[src/rtl/snake_game_ctrl.sv]
// Game sequencer for the snake game: IDLE/RUN/PAUSE/OVER flow, level-scaled move tick,
// and qualification of raw collision pulses into one-cycle score-tracker commands.
module snake_game_ctrl #(
  parameter int TICK_INIT        = 50,
  parameter int TICK_MIN         = 10,
  parameter int TICK_STEP        = 5,
  parameter int APPLES_PER_LEVEL = 4,
  parameter int MAX_SCORE        = 99,
  parameter int LEVEL_MAX        = 15
) (
  input  logic       clk,
  input  logic       nRst,
  input  logic       start_i,
  input  logic       pause_i,
  input  logic       goodColl_i,
  input  logic       badColl_i,
  output logic       moveTick_o,
  output logic       goodColl_o,
  output logic       badColl_o,
  output logic       scoreClr_o,
  output logic       isGameComplete_o,
  output logic       isWin_o,
  output logic [1:0] state_o,
  output logic [3:0] level_o
);

  typedef enum logic [1:0] {IDLE = 2'd0, RUN = 2'd1, PAUSE = 2'd2, OVER = 2'd3} state_t;

  localparam int CW = $clog2(TICK_INIT + 1);

  state_t        state, state_n;
  logic [3:0]    level, level_n;
  logic [6:0]    eaten, eaten_n;
  logic [6:0]    apl_cnt, apl_cnt_n;
  logic [CW-1:0] cnt, cnt_n;
  logic          start_q, pause_q, good_q, bad_q;
  logic          start_e, pause_e, good_e, bad_e;
  logic          tick_n, good_n, bad_n, clr_n, win_n;

  // Period evaluated in signed int so a large level never wraps below the floor.
  function automatic logic [CW-1:0] calc_period(input logic [3:0] lvl);
    int p;
    p = TICK_INIT - int'(lvl) * TICK_STEP;
    if (p < TICK_MIN) p = TICK_MIN;
    return CW'(p);
  endfunction

  assign start_e = start_i    & ~start_q;
  assign pause_e = pause_i    & ~pause_q;
  assign good_e  = goodColl_i & ~good_q;
  assign bad_e   = badColl_i  & ~bad_q;

  always_comb begin
    state_n   = state;
    level_n   = level;
    eaten_n   = eaten;
    apl_cnt_n = apl_cnt;
    cnt_n     = cnt;
    tick_n    = 1'b0;
    good_n    = 1'b0;
    bad_n     = 1'b0;
    clr_n     = 1'b0;
    win_n     = isWin_o;
    case (state)
      IDLE, OVER: begin
        if (start_e) begin
          state_n   = RUN;
          clr_n     = 1'b1;
          level_n   = 4'd0;
          eaten_n   = 7'd0;
          apl_cnt_n = 7'd0;
          cnt_n     = CW'(TICK_INIT);
          win_n     = 1'b0;
        end
      end
      RUN: begin
        if (bad_e) begin
          bad_n   = 1'b1;
          state_n = OVER;
          win_n   = 1'b0;
        end else begin
          if (good_e) begin
            good_n  = 1'b1;
            eaten_n = eaten + 7'd1;
            if (eaten_n == 7'(MAX_SCORE)) begin
              state_n = OVER;
              win_n   = 1'b1;
            end else if (apl_cnt == 7'(APPLES_PER_LEVEL - 1)) begin
              apl_cnt_n = 7'd0;
              if (level != 4'(LEVEL_MAX)) level_n = level + 4'd1;
            end else begin
              apl_cnt_n = apl_cnt + 7'd1;
            end
          end
          if (pause_e && state_n != OVER) state_n = PAUSE;
        end
        // Entering PAUSE freezes the counter at the value seen on the pause edge.
        if (state_n != PAUSE) begin
          if (cnt == CW'(1)) begin
            tick_n = 1'b1;
            cnt_n  = calc_period(level);
          end else begin
            cnt_n = cnt - CW'(1);
          end
        end
      end
      PAUSE: begin
        if (pause_e || start_e) state_n = RUN;
      end
      default: state_n = IDLE;
    endcase
  end

  always_ff @(posedge clk or posedge nRst) begin
    if (nRst) begin
      state            <= IDLE;
      level            <= 4'd0;
      eaten            <= 7'd0;
      apl_cnt          <= 7'd0;
      cnt              <= CW'(TICK_INIT);
      start_q          <= 1'b0;
      pause_q          <= 1'b0;
      good_q           <= 1'b0;
      bad_q            <= 1'b0;
      moveTick_o       <= 1'b0;
      goodColl_o       <= 1'b0;
      badColl_o        <= 1'b0;
      scoreClr_o       <= 1'b0;
      isGameComplete_o <= 1'b0;
      isWin_o          <= 1'b0;
    end else begin
      state            <= state_n;
      level            <= level_n;
      eaten            <= eaten_n;
      apl_cnt          <= apl_cnt_n;
      cnt              <= cnt_n;
      start_q          <= start_i;
      pause_q          <= pause_i;
      good_q           <= goodColl_i;
      bad_q            <= badColl_i;
      moveTick_o       <= tick_n;
      goodColl_o       <= good_n;
      badColl_o        <= bad_n;
      scoreClr_o       <= clr_n;
      isGameComplete_o <= (state_n == OVER);
      isWin_o          <= win_n;
    end
  end

  assign state_o = state;
  assign level_o = level;

endmodule

[config.mk]
export PLATFORM = sky130hd
export DESIGN_NAME = snake_game_ctrl
export DESIGN_NICKNAME = d
export VERILOG_FILES = /design/src/rtl/snake_game_ctrl.sv
export SDC_FILE = /design/constraint.sdc
export NUM_CORES = 1
export LEC_CHECK = 0
export CAP_MARGIN = 20
export CORE_AREA = 2 2 63 65
export CTS_BUF_LIST = sky130_fd_sc_hd__clkbuf_4
export CTS_CLUSTER_SIZE = 28
export DETAILED_ROUTE_END_ITERATION = 8
export DIE_AREA = 0 0 65 67
export PLACE_DENSITY = 0.9
export SYNTH_ARGS = -nofsm -noshare
export SYNTH_HDL_FRONTEND = slang
export SYNTH_SLANG_ARGS = --single-unit
[constraint.sdc]
create_clock -name clk -period 7.5 [get_ports clk]
set_input_delay 1.125 -clock clk [delete_from_list [all_inputs] [get_ports clk]]
set_output_delay 1.125 -clock clk [all_outputs]
set_load 0.01 [all_outputs]
**Word-level counts from Yosys, hierarchy flattened**

Index checks and enable logic that the tools add are counted.

- Bits in registers: 36
- Input bits: 6
- Output and inout bits: 12
- Logic and storage cells: 105

- Add/sub/neg operators: 5
- Multipliers: 1
- Magnitude comparators: 1
- Equality and inequality tests: 19
- Mux-type cells: 46
- Bitwise operators: 8
- Reduce and logical (&&, ||, !) cells: 10

Operator list:

| operator | number |
|---|---|
| 7-bit two-way mux | 7 |
| 7-bit one-hot mux with 2 select lines | 2 |
| 4-bit two-way mux | 6 |
| 6-bit two-way mux | 4 |
| 2-bit two-way mux | 9 |
| 2-bit inequality test (second input constant) | 9 |
| 7-bit by 1-bit adder with 7-bit output (second input constant) | 2 |
| 1-bit two-way mux | 14 |
| 6-bit one-hot mux with 2 select lines | 1 |
| 8-bit by 5-bit less-than comparator with 1-bit output (second input constant) | 1 |
| 4-bit one-hot mux with 2 select lines | 1 |
| 4-bit AND reduction | 2 |
| 6-bit by 7-bit subtractor with 8-bit output (first input constant) | 1 |
| 7-bit by 2-bit equality test with 1-bit output (second input constant) | 1 |
| 7-bit equality test (second input constant) | 1 |
| 4-bit by 3-bit multiplier with 7-bit output (second input constant) | 1 |
| 7-bit AND reduction | 1 |
| 2-bit equality test (second input constant) | 3 |
| 6-bit by 1-bit equality test with 1-bit output (second input constant) | 1 |
| 3-bit inequality test (second input constant) | 2 |
| 2-bit one-hot mux with 3 select lines | 1 |
| 6-bit by 1-bit subtractor with 6-bit output (second input constant) | 1 |
| 5-bit AND reduction | 1 |
| 4-bit by 1-bit adder with 4-bit output (second input constant) | 1 |
| other kinds (11) | 17 |

**Depth between registers and ports, before layout**

Gate-level depths: netlist of the first run.

- Word-level depth: 14
- Mapped depth: 10

**Worst setup path after synthesis of the first run**

No wires, ideal clock.

- Path type: input to register
- Start point: in start_i
- End point: reg level[0] (netlist: level_o[0])
- Setup time: 126 ps
- Arrival: 2361 ps
- Required time: 7374 ps
- Slack: 5013 ps
- Cell stages on the path: 5
- Path buffers: 1
- Path through: nor2b_1 a21o_1 clkbuf_1 o21ai_1 a221o_1

- Longest elaborated chain between the ends: 3

RTL lines:

| item | line | source |
|---|---|---|
| start, declared | 13 | `input logic start_i,` |
| 1-bit bitwise AND | 48 | `assign start_e = start_i & ~start_q;` |
| 2-bit inequality test (no line) | n/a |  |
| 7-bit AND reduction (no line) | n/a |  |
| end signal, assigned | 133 | `level <= level_n;` |
| end, declared | 32 | `logic [3:0] level, level_n;` |

No other way between the ends.
A chain may end at the register's enable or synchronous reset.

**Final worst setup path of the first run**

- Start point: reg state[1] (netlist: state_o[1])
- End point: reg apl_cnt[5]

- Longest elaborated chain between the ends: 4
- Elaborated cells between the ends (all ways): 11
- Those cells by class: 6 x eq/ne; 1 x mux; 4 x reduce/logical

RTL lines:

| item | line | source |
|---|---|---|
| start, declared | 31 | `state_t state, state_n;` |
| start signal, assigned | 132 | `state <= state_n;` |
| 2-bit equality test or 2-bit zero test (tied branches) | 64 | `case (state)` |
| 2-bit OR reduction | 64 |  |
| 2-bit inequality test (no line) or 2-bit nonzero test (tied branches) | n/a |  |
| 5-bit AND reduction (no line) | n/a |  |
| end signal, assigned | 135 | `apl_cnt <= apl_cnt_n;` |
| end, declared | 34 | `logic [6:0] apl_cnt, apl_cnt_n;` |

Several ways; a longest one is shown, not always the timed one.

==> results of run 1 <==
==> area by class of cell <==
cell class	count	area, um2
multi-input combinational	193	1310
fill	282	1000
sequential	36	905
timing repair buffer	18	178
inverter	18	67.6
tap	48	60.1
clock buffer	6	45.0
clock inverter	2	35.0
==> power groups by stage <==
stage / Sequential [W] / Combinational (W) / Clock, W
finish: 0.000302 / 0.000457 / 0.000140
global route: 0.000311 / 0.000515 / 0.000147
CTS: 0.000300 / 0.000454 / 0.000142
detailed placement: 0.000304 / 0.000451 / 0
global placement: 0.000301 / 0.000434 / 0
floorplan: 0.000297 / 0.000342 / 0
==> critical path, cell delays in order, from the launching register on <==
cell and delay [ns]:
dfrtp_1 0.44, inv_1 0.14, ha_1 0.71, nor2b_1 0.38
a21oi_1 0.26, or4_1 0.76, o31ai_2 0.31
==> worst max path at each step <==
stage	start	end	slack, ns
finish	state_o[1]$_DFF_PP0_	apl_cnt[5]$_DFFE_PP0P_	4.42
global route	state_o[1]$_DFF_PP0_	level_o[2]$_DFFE_PP0P_	4.22
CTS	state_o[1]$_DFF_PP0_	apl_cnt[5]$_DFFE_PP0P_	4.50
detailed placement	start_i	apl_cnt[5]$_DFFE_PP0P_	4.18
global placement	start_i	apl_cnt[6]$_DFFE_PP0P_	4.25
floorplan	start_i	level_o[0]$_DFFE_PP0P_	5.01
==> registers in the layout, indices dropped and copies added, names as in the netlist <==
register          count
level_o               4
scoreClr_o            1
apl_cnt               7
isGameComplete_o      1
cnt                   6
state_o               2
bad_q                 1
eaten                 7
pause_q               1
moveTick_o            1
isWin_o               1
badColl_o             1
good_q                1
goodColl_o            1
start_q               1
==> logic make-up (layout without fill, tap and decap cells) <==
kind of cell / count (synthesis) / in the layout
adders and majority gates: 17 / 17
buffers and inverters: 27 / 44
and+or+nand+nor: 93 / 93
xor gates and xnor gates: 5 / 5
AOI/OAI and AO/OA: 72 / 72
DFF: 36 / 36
muxes: 6 / 6
==> cells in the final DEF (no fill, tap or decap), types with 4 or more instances in the layout <==
master and n:
nand2b_1 5, a21oi_1 16, nand2_1 27, o31ai_2 4, nor2b_1 6, xnor2_1 4
a31oi_1 5, clkdlybuf4s50_1 17, ha_1 16, o21ai_0 11, or3_1 4, and3_1 4
dfrtp_1 33, nor2_1 13, nor3_1 7, clkbuf_4 6, mux2i_1 4, nand3_1 12
inv_1 18
==> stage by stage <==
step	instance area, um2	util, %	instances	power (W)
2_1_floorplan	2320	-	256	0.000639
6_report	2600	72.2	321	0.000899
3_3_place_gp	2520	70.0	313	0.000735
3_5_place_dp	2520	70.0	313	0.000755
4_1_cts	2600	72.2	321	0.000896
5_1_grt	2600	72.2	321	0.000972
==> routing by layer <==
metal,wire [um],part of all wire [%]
met1,2170,43
met2,2550,51
met3,203,4.1
met4,74,1.5
met5,0,0
==> flow_summary_export.csv, run 1 <==
group,metric,value,unit
status,outcome,"completed",
routing,drc,0,
power_and_ir_drop,clock_power_share,15.6,%
cts,clkSinkCount,36,
routing,routedWlPerCell,15.6,um
synthesis,yosysMostFrequentCell,"dfrtp_1",
final_layout,drive_above_1_share,8.42,%
grt,gr-usage-all-layers,26.6,%
synthesis,yosysSeqAreaShare,39.0,%
grt,use_met1,32.7,%
run,maxCapViolCount,0,
min_path,hold_end,"apl_cnt[0]$_DFFE_PP0P_",
routing,dr.pass1.iters,4,
timing,hold_slack,0.521,ns
worst_setup_path,rr_worst_depth,6,
floorplanning,io_pins,18,
timing,final_hold_viol_count,0,
cts,post_cts_buffers,0,
synthesis,yosysTopAreaCell,"dfrtp_1",
floorplanning,die_w,65,um
cts,cts_inserted_buffers,5,
grt,grt_pass1_wl,8.86,mm
worst_setup_path,critPathLaunchType,"flop",
cts,clk_pin_slew,0.11,ns
synthesis,yosysUniqueCellTypes,55,
worst_setup_path,r2r_slack,4.42,ns
grt,grt_antenna_before_repair,0,
grt,busiest_layer,"met2",
power_and_ir_drop,leakage,1.13,nW
min_path,hp-class,"flop to flop",
timing,clock_skew,0.0116,ns
worst_setup_path,end_kind,"flop",
worst_setup_path,worstPathMaxFanout,25,
placed_design,dp_slack,4.18,ns
grt,gr-total-overflow,0,
timing,setup_viol,0,
cts,clk_path_buf_depth,2,
floorplanning,fp.dieH,67,um
routing,num_vias,1998,
power_and_ir_drop,p_per_area,345,nW/um2
timing,fin_ws,4.42,ns
synthesis,synth-simple-area-share,20.5,%
grt,grt_max_degree,37,
min_path,hold_start,"apl_cnt[0]$_DFFE_PP0P_",
cts,htreeDepth,2,
cts,clock_latency,0.35,ns
timing,finalCritPeriodShare,41.1,%
synthesis,yosysWarnings,0,
synthesis,synth_area,2320,um2
cts,cts-root-buf,"clkbuf_4",
final_layout,nets,295,
power_and_ir_drop,p_seq_share,33.6,%
routing,via_per_inst,6.22,
placed_design,port_buffers,17,
min_path,hold_path_depth,1,
final_layout,area_growth,12.2,%
worst_setup_path,crit_arrival,3.34,ns
synthesis,synth_xor_area_share,1.89,%
synthesis,synthAdderAreaFrac,9.49,%
routing,wl,4.99,mm
synthesis,synth_flop_cell,"dfrtp_1",
synthesis,synth_edf_count,0,
synthesis,synth_common_cells,"dfrtp_1 (33), nand2_1 (27), inv_1 (18), a21oi_1 (16), ha_1 (16)",
final_layout,antenna_cells,0,
power_and_ir_drop,ir_worst_vdd,0.246,mV
synthesis,synth_top_area_share,35.6,%
timing,slew_violations,0,
power_and_ir_drop,p_comb_share,50.9,%
grt,met2_usage,46.1,%
timing,maxSlewHeadroom,41.0,%
floorplanning,initial_core_util,64.4,%
cts,cts_tree,"built",
worst_setup_path,r2r_end,"apl_cnt[5]$_DFFE_PP0P_",
placed_design,gp_congestion,0.946,
synthesis,syn-num-nets,279,
grt,grt_pass1_vias,2037,
timing,rsz0062_at_grt,"false",
timing,period_minus_slack,3.08,ns
cts,cts_resized,0,
synthesis,yosys_register_bits,36,
synthesis,synth.avg_cell_area,9.07,um2
routing,drt_iter0_markers,137,
synthesis,synth_compound_area_share,22.0,%
synthesis,syn-instance-count,256,
timing,worstMarginPinSlew,0.885,ns
synthesis,synth_top_family_by_area,"compound AO/OA/AOI/OAI gates",
routing,drtAntennaViolNets,0,
power_and_ir_drop,switching_share,43.3,%
placed_design,dpl.hpwl,3.52,mm
synthesis,async_flop_share,100,%
power_and_ir_drop,p_sw,0.000389,W
floorplanning,dieArea,4360,um2
floorplanning,rows,22,
grt,met3_usage,5.07,%
timing,fmax,324,MHz
worst_setup_path,worstReg2RegStart,"state_o[1]$_DFF_PP0_",
worst_setup_path,path_class,"flop to flop",
synthesis,yosys-top-cells-area,"dfrtp_1 (36%), ha_1 (8.6%), nand2_1 (4.4%)",
cts,ctsHoldBuffers,0,
synthesis,synthMuxAreaShare,2.70,%
floorplanning,core-area,3610,um2
worst_setup_path,required,7.75,ns
power_and_ir_drop,internal_power,0.000510,W
timing,setup_tns,0,ns
No activity file was read; power rests on OpenSTA's default activity.
==> run 2, diff against run 1 <==
--- a/config.mk
+++ b/config.mk
@@ -6,12 +6,12 @@
 export NUM_CORES = 1
 export LEC_CHECK = 0
 export CAP_MARGIN = 20
-export CORE_AREA = 2 2 63 65
+export CORE_AREA = 2 2 68 70
 export CTS_BUF_LIST = sky130_fd_sc_hd__clkbuf_4
 export CTS_CLUSTER_SIZE = 28
 export DETAILED_ROUTE_END_ITERATION = 8
-export DIE_AREA = 0 0 65 67
-export PLACE_DENSITY = 0.9
+export DIE_AREA = 0 0 70 72
+export PLACE_DENSITY = 0.82
 export SYNTH_ARGS = -nofsm -noshare
 export SYNTH_HDL_FRONTEND = slang
 export SYNTH_SLANG_ARGS = --single-unit
==> constraint.sdc (replaced) <==
create_clock -name clk -period 2.8 [get_ports clk]
set_input_delay 0.42 -clock clk [delete_from_list [all_inputs] [get_ports clk]]
set_output_delay 0.42 -clock clk [all_outputs]
set_load 0.01 [all_outputs]
==> run 2 against run 1 <==
Final cell count is 3.7% higher; power grew to 2.6 times the previous value; hold slack worse by 0.052 ns; global-route usage is 5.1 points lower; fmax is 21% higher; first-iteration DRC count is 46% lower; critical path depth is 2 higher; combinational power grew to 2.8 times the previous value; sequential power grew to 2.7 times the previous value; final area is 1.6% higher; clock power is 100% higher; critical path type unchanged; critical endpoint is now cnt[2]$_DFFE_PP0P_; largest power group unchanged; highest routed layer unchanged.
==> flow_summary_export.csv, run 2 (same netlist as run 1, synthesis figures left out) <==
group,metric,value,unit
status,outcome,"completed",
final_layout,drive_above_1_share,10.7,%
worst_setup_path,max_stage_delay,0.46,ns
worst_setup_path,critPathSlowestCell,"dfrtp_1",
worst_setup_path,crit_arrival,2.81,ns
worst_setup_path,required,3.06,ns
grt,grt_max_degree,37,
cts,cts_resized,0,
power_and_ir_drop,p_per_area,899,nW/um2
worst_setup_path,critPathLaunchType,"flop",
final_layout,nFillCells,366,
min_path,hp-class,"input pin to async pin",
timing,clock_skew,0.00583,ns
cts,clock_latency,0.34,ns
floorplanning,io_pins,18,
routing,dr.pass1.iters,4,
worst_setup_path,crit_chain,"ha_1, fa_1, nand2b_1, a21oi_1, a21oi_1, a311o_1, o32a_1, o221ai_1",
timing,slew_violations,0,
worst_setup_path,end_kind,"flop",
floorplanning,rows,24,
timing,fmax,393,MHz
cts,clk_path_buf_depth,2,
worst_setup_path,worstSetupPathDepth,8,
floorplanning,dieArea,5040,um2
timing,worstMarginPinSlew,0.633,ns
cts,cts-root-buf,"clkbuf_4",
power_and_ir_drop,ir_worst_vdd,0.442,mV
routing,via_per_inst,6.01,
placed_design,port_buffers,17,
worst_setup_path,rr_worst_depth,8,
cts,post_cts_buffers,0,
placed_design,gp_congestion,0.891,
worst_setup_path,cp_num_buf_inv,0,
placed_design,dpl.hpwl,3.58,mm
routing,drt_iter0_markers,74,
grt,grt_pass1_wl,8.69,mm
worst_setup_path,r2r_end,"cnt[2]$_DFFE_PP0P_",
worst_setup_path,worstPathMaxFanout,7,
timing,period_minus_slack,2.54,ns
grt,gr-usage-all-layers,21.5,%
worst_setup_path,critPathTopFamily,"compound AO/OA/AOI/OAI gates",
routing,num_vias,2001,
grt,grt_antenna_before_repair,0,
grt,gr-total-overflow,0,
final_layout,nets,303,
cts,ctsHoldBuffers,0,
floorplanning,die_w,70,um
routing,routedWlPerCell,14.8,um
run,maxCapViolCount,0,
final_layout,final_common_cell,"dfrtp_1",
floorplanning,core-area,4260,um2
timing,final_hold_viol_count,0,
final_layout,area_growth,14.0,%
grt,grt_pass1_vias,1927,
cts,clkSinkCount,36,
final_layout,antenna_cells,0,
floorplanning,initial_core_util,54.4,%
cts,cts_inserted_buffers,5,
timing,setup_viol,0,
routing,drtAntennaViolNets,0,
cts,cts_tree,"built",
cts,clk_pin_slew,0.10,ns
worst_setup_path,worstReg2RegStart,"level_o[0]$_DFFE_PP0P_",
routing,wl,4.92,mm
floorplanning,fp.dieH,72,um
power_and_ir_drop,leakage,1.16,nW
final_layout,final_core_util,62.0,%
timing,setup_tns,0,ns
timing,finalCritPeriodShare,90.9,%
routing,drc,0,
timing,rsz0062_at_grt,"false",
worst_setup_path,r2r_slack,0.26,ns
final_layout,layout_common_cells,"dfrtp_1 (33), nand2_1 (27), inv_1 (18)",
worst_setup_path,crit_top_cell,"a21oi_1",
final_layout,top_regs,"apl_cnt (7), eaten (7), cnt (6)",
cts,htreeDepth,2,
timing,maxSlewHeadroom,57.5,%
worst_setup_path,path_class,"flop to flop",
==> run 2: metrics by stage <==
| step | cells | instance area (um2) | hold WS [ns] | total power [W] | worst slack (ns) |
|---|---|---|---|---|---|
| floorplan | 256 | 2320 | 0.451 | 0.00171 | 0.379 |
| global placement | 325 | 2590 | 0.499 | 0.00203 | 0.346 |
| detailed placement | 325 | 2590 | 0.507 | 0.00209 | 0.266 |
| CTS | 333 | 2650 | 0.474 | 0.00237 | 0.242 |
| global route | 333 | 2650 | 0.532 | 0.00258 | 0.106 |
| finish | 333 | 2650 | 0.470 | 0.00238 | 0.255 |
==> run 2: worst max path at each step <==
stage                           startpoint  slack, ns                  to
floorplan           level_o[2]$_DFFE_PP0P_       0.38  cnt[2]$_DFFE_PP0P_
global route        level_o[0]$_DFFE_PP0P_       0.11  cnt[2]$_DFFE_PP0P_
finish              level_o[0]$_DFFE_PP0P_       0.26  cnt[2]$_DFFE_PP0P_
detailed placement  level_o[0]$_DFFE_PP0P_       0.27  cnt[2]$_DFFE_PP0P_
CTS                 level_o[0]$_DFFE_PP0P_       0.24  cnt[2]$_DFFE_PP0P_
global placement    level_o[0]$_DFFE_PP0P_       0.35  cnt[2]$_DFFE_PP0P_
==> run 2: tightest hold or removal path, cell delays in order <==
cell	delay, ns
clkdlybuf4s50_1	0.39
inv_1	0.05
buf_4	0.38
==> run 2: routing by layer <==
layer / vias to the layer above / GRT usage [%] / part of all wire [%]
met5: - / 0 / 0
met4: 0 / 8.33 / 1.7
met3: 9 / 3.89 / 4.6
met2: 58 / 36.5 / 48
met1: 952 / 27.5 / 45
li1: 982 / - / -
==> run 2: power by group <==
part | leakage (nW) | switching [W] | internal, W
sequential | 0.458 | 0.000156 | 0.000653
combinational | 0.666 | 0.000725 | 0.000562
clock | 0.0338 | 0.000167 | 0.000116
total | 1.16 | 0.00105 | 0.00133
==> run 2: area by class of cell <==
type	count	area (um2)	share of cell area, %
clock buffer	7	52.6	1.99
clock inverter	1	3.75	0.142
sequential	36	905	34.2
inverter	18	67.6	2.55
tap	52	65.1	2.46
multi-input combinational	193	1310	49.7
timing repair buffer	26	238	8.99
==> run 3, diff against run 2 <==
--- a/config.mk
+++ b/config.mk
@@ -6,12 +6,12 @@
 export NUM_CORES = 1
 export LEC_CHECK = 0
 export CAP_MARGIN = 20
-export CORE_AREA = 2 2 68 70
+export CORE_AREA = 2 2 100 102
 export CTS_BUF_LIST = sky130_fd_sc_hd__clkbuf_4
 export CTS_CLUSTER_SIZE = 28
 export DETAILED_ROUTE_END_ITERATION = 8
-export DIE_AREA = 0 0 70 72
-export PLACE_DENSITY = 0.82
+export DIE_AREA = 0 0 102 104
+export PLACE_DENSITY = 0.45
 export SYNTH_ARGS = -nofsm -noshare
 export SYNTH_HDL_FRONTEND = slang
 export SYNTH_SLANG_ARGS = --single-unit
==> run 3 against run 2 <==
Fmax barely moved; routed wire length rose by 9.9%; sequential share of layout area fell by 2.1 points; power rose by 6.2%; setup slack improved by 0.00093 ns; flip-flop and latch count did not move; hold slack improved by 0.011 ns; combinational power rose by 7%; clock-buffer cell count fell by 2; critical path type unchanged; highest routed layer unchanged.
==> flow_summary_export.csv, run 3 (same netlist as run 1, synthesis figures left out) <==
group,metric,value,unit
cts,clkSinkCount,36,
final_layout,area_growth,21.4,%
worst_setup_path,crit_arrival,2.80,ns
timing,fmax,393,MHz
run,maxCapViolCount,0,
grt,grt_antenna_before_repair,0,
floorplanning,dieArea,10600,um2
placed_design,port_buffers,17,
routing,num_vias,1996,
timing,maxSlewHeadroom,67.3,%
floorplanning,rows,36,
worst_setup_path,max_stage_delay,0.49,ns
cts,post_cts_buffers,0,
worst_setup_path,critPathSlowestCell,"dfrtp_1",
timing,worstMarginPinSlew,0.489,ns
placed_design,dpl.hpwl,3.93,mm
timing,clock_skew,0.00849,ns
routing,drc,0,
placed_design,placed_area,2740,um2
final_layout,antenna_cells,0,
floorplanning,die_w,102,um
cts,clock_latency,0.33,ns
timing,hold_slack,0.481,ns
timing,setup_tns,0,ns
final_layout,top_regs,"apl_cnt (7), eaten (7), cnt (6)",
cts,cts-root-buf,"clkbuf_4",
grt,grt_pass1_vias,2054,
final_layout,layout_common_cells,"dfrtp_1 (33), nand2_1 (27), inv_1 (18)",
final_layout,nets,310,
worst_setup_path,cp_num_buf_inv,1,
power_and_ir_drop,ir_worst_vdd,0.291,mV
floorplanning,io_pins,18,
routing,via_per_inst,4.74,
worst_setup_path,end_kind,"flop",
grt,gr-usage-all-layers,11.4,%
worst_setup_path,required,3.05,ns
final_layout,final_cell_area,2820,um2
status,outcome,"completed",
cts,cts_inserted_buffers,5,
timing,period_minus_slack,2.54,ns
cts,clk_pin_slew,0.12,ns
timing,slew_violations,0,
final_layout,drive_above_1_share,12.5,%
floorplanning,initial_core_util,24.3,%
final_layout,nFillCells,1037,
worst_setup_path,critPathLaunchType,"flop",
min_path,hp-class,"input pin to async pin",
routing,routedWlPerCell,12.9,um
routing,drt_iter0_markers,41,
cts,htreeDepth,2,
routing,drtAntennaViolNets,0,
worst_setup_path,crit_chain,"ha_1, ha_1, inv_1, ha_1, nor2_1, a21oi_1, a21oi_1, a311o_1, o32a_1, o221ai_1",
timing,rsz0062_at_grt,"false",
final_layout,multi_input_area,1310,um2
cts,clk_path_buf_depth,2,
grt,gr-total-overflow,0,
worst_setup_path,crit_top_cell,"ha_1",
timing,final_hold_viol_count,0,
power_and_ir_drop,p_per_area,896,nW/um2
worst_setup_path,worstPathMaxFanout,8,
grt,grt_pass1_wl,9.74,mm
final_layout,final_common_cell,"dfrtp_1",
timing,setup_viol,0,
grt,grt_max_degree,37,
placed_design,gp_congestion,0.835,
timing,finalCritPeriodShare,90.9,%
final_layout,final_core_util,29.5,%
cts,ctsHoldBuffers,0,
final_layout,seqCellArea,905,um2
worst_setup_path,path_class,"flop to flop",
cts,cts_resized,0,
floorplanning,fp.dieH,104,um
floorplanning,core-area,9550,um2
cts,cts_tree,"built",
worst_setup_path,critPathTopFamily,"compound AO/OA/AOI/OAI gates",
routing,wl,5.41,mm
routing,dr.pass1.iters,4,
power_and_ir_drop,leakage,1.20,nW
run 3: changes by cell type in the layout (fill, tap and decap cells not counted):
cell / previous run / this run
buf_4: 9 / 16
clkbuf_4: 7 / 5
bufinv_16: 0 / 1
clkinv_1: 1 / 2
run 3: metrics by stage:
stage | power, W | instances | setup slack (ns)
after floorplan | 0.00171 | 256 | 0.379
after global placement | 0.00217 | 413 | 0.321
after detailed placement | 0.00218 | 413 | 0.268
after CTS | 0.00256 | 421 | 0.237
after global routing | 0.00278 | 421 | 0.0655
final | 0.00253 | 421 | 0.256
run 3: worst min-delay path, cell delays in order:
cell             delay (ns)
clkdlybuf4s50_1        0.39
inv_1                  0.05
buf_4                  0.41
run 3: final cells by class:
cell class | count | area share (%)
multi-input cells | 193 | 46.6
repair buffers | 33 | 10.3
flip-flops and latches | 36 | 32.1
clock buffers | 5 | 1.33
clock inverters | 3 | 1.33
inverters | 18 | 2.40
well taps | 133 | 5.91
run 3: metal layers:
metal | share of wire (%) | global-route usage (%) | up-vias
met5 | 0 | 0 | -
met4 | 2.1 | 4.00 | 0
met3 | 2.8 | 2.76 | 11
met2 | 48 | 18.8 | 27
met1 | 47 | 14.3 | 967
li1 | - | - | 991
run 3: where the power goes:
part / total (W) / switching [W] / internal [W]
combinational: 0.00138 / 0.000759 / 0.000619
sequential: 0.000790 / 0.000137 / 0.000653
clock: 0.000358 / 0.000176 / 0.000182
run 3: final timing paths:
kind                                   startpoint                endpoint  slack [ns]  depth (start not counted)
setup reg to reg           level_o[1]$_DFFE_PP0P_      cnt[2]$_DFFE_PP0P_        0.26                         10
hold reg to reg            apl_cnt[0]$_DFFE_PP0P_  apl_cnt[0]$_DFFE_PP0P_        0.51                          1
min in group clk           apl_cnt[0]$_DFFE_PP0P_  apl_cnt[0]$_DFFE_PP0P_        0.51                          1
max in group asynchronous                    nRst      cnt[4]$_DFFE_PP1P_        1.96                          3
hold / removal                               nRst       start_q$_DFF_PP0_        0.48                          3
setup / recovery           level_o[1]$_DFFE_PP0P_      cnt[2]$_DFFE_PP0P_        0.26                         10
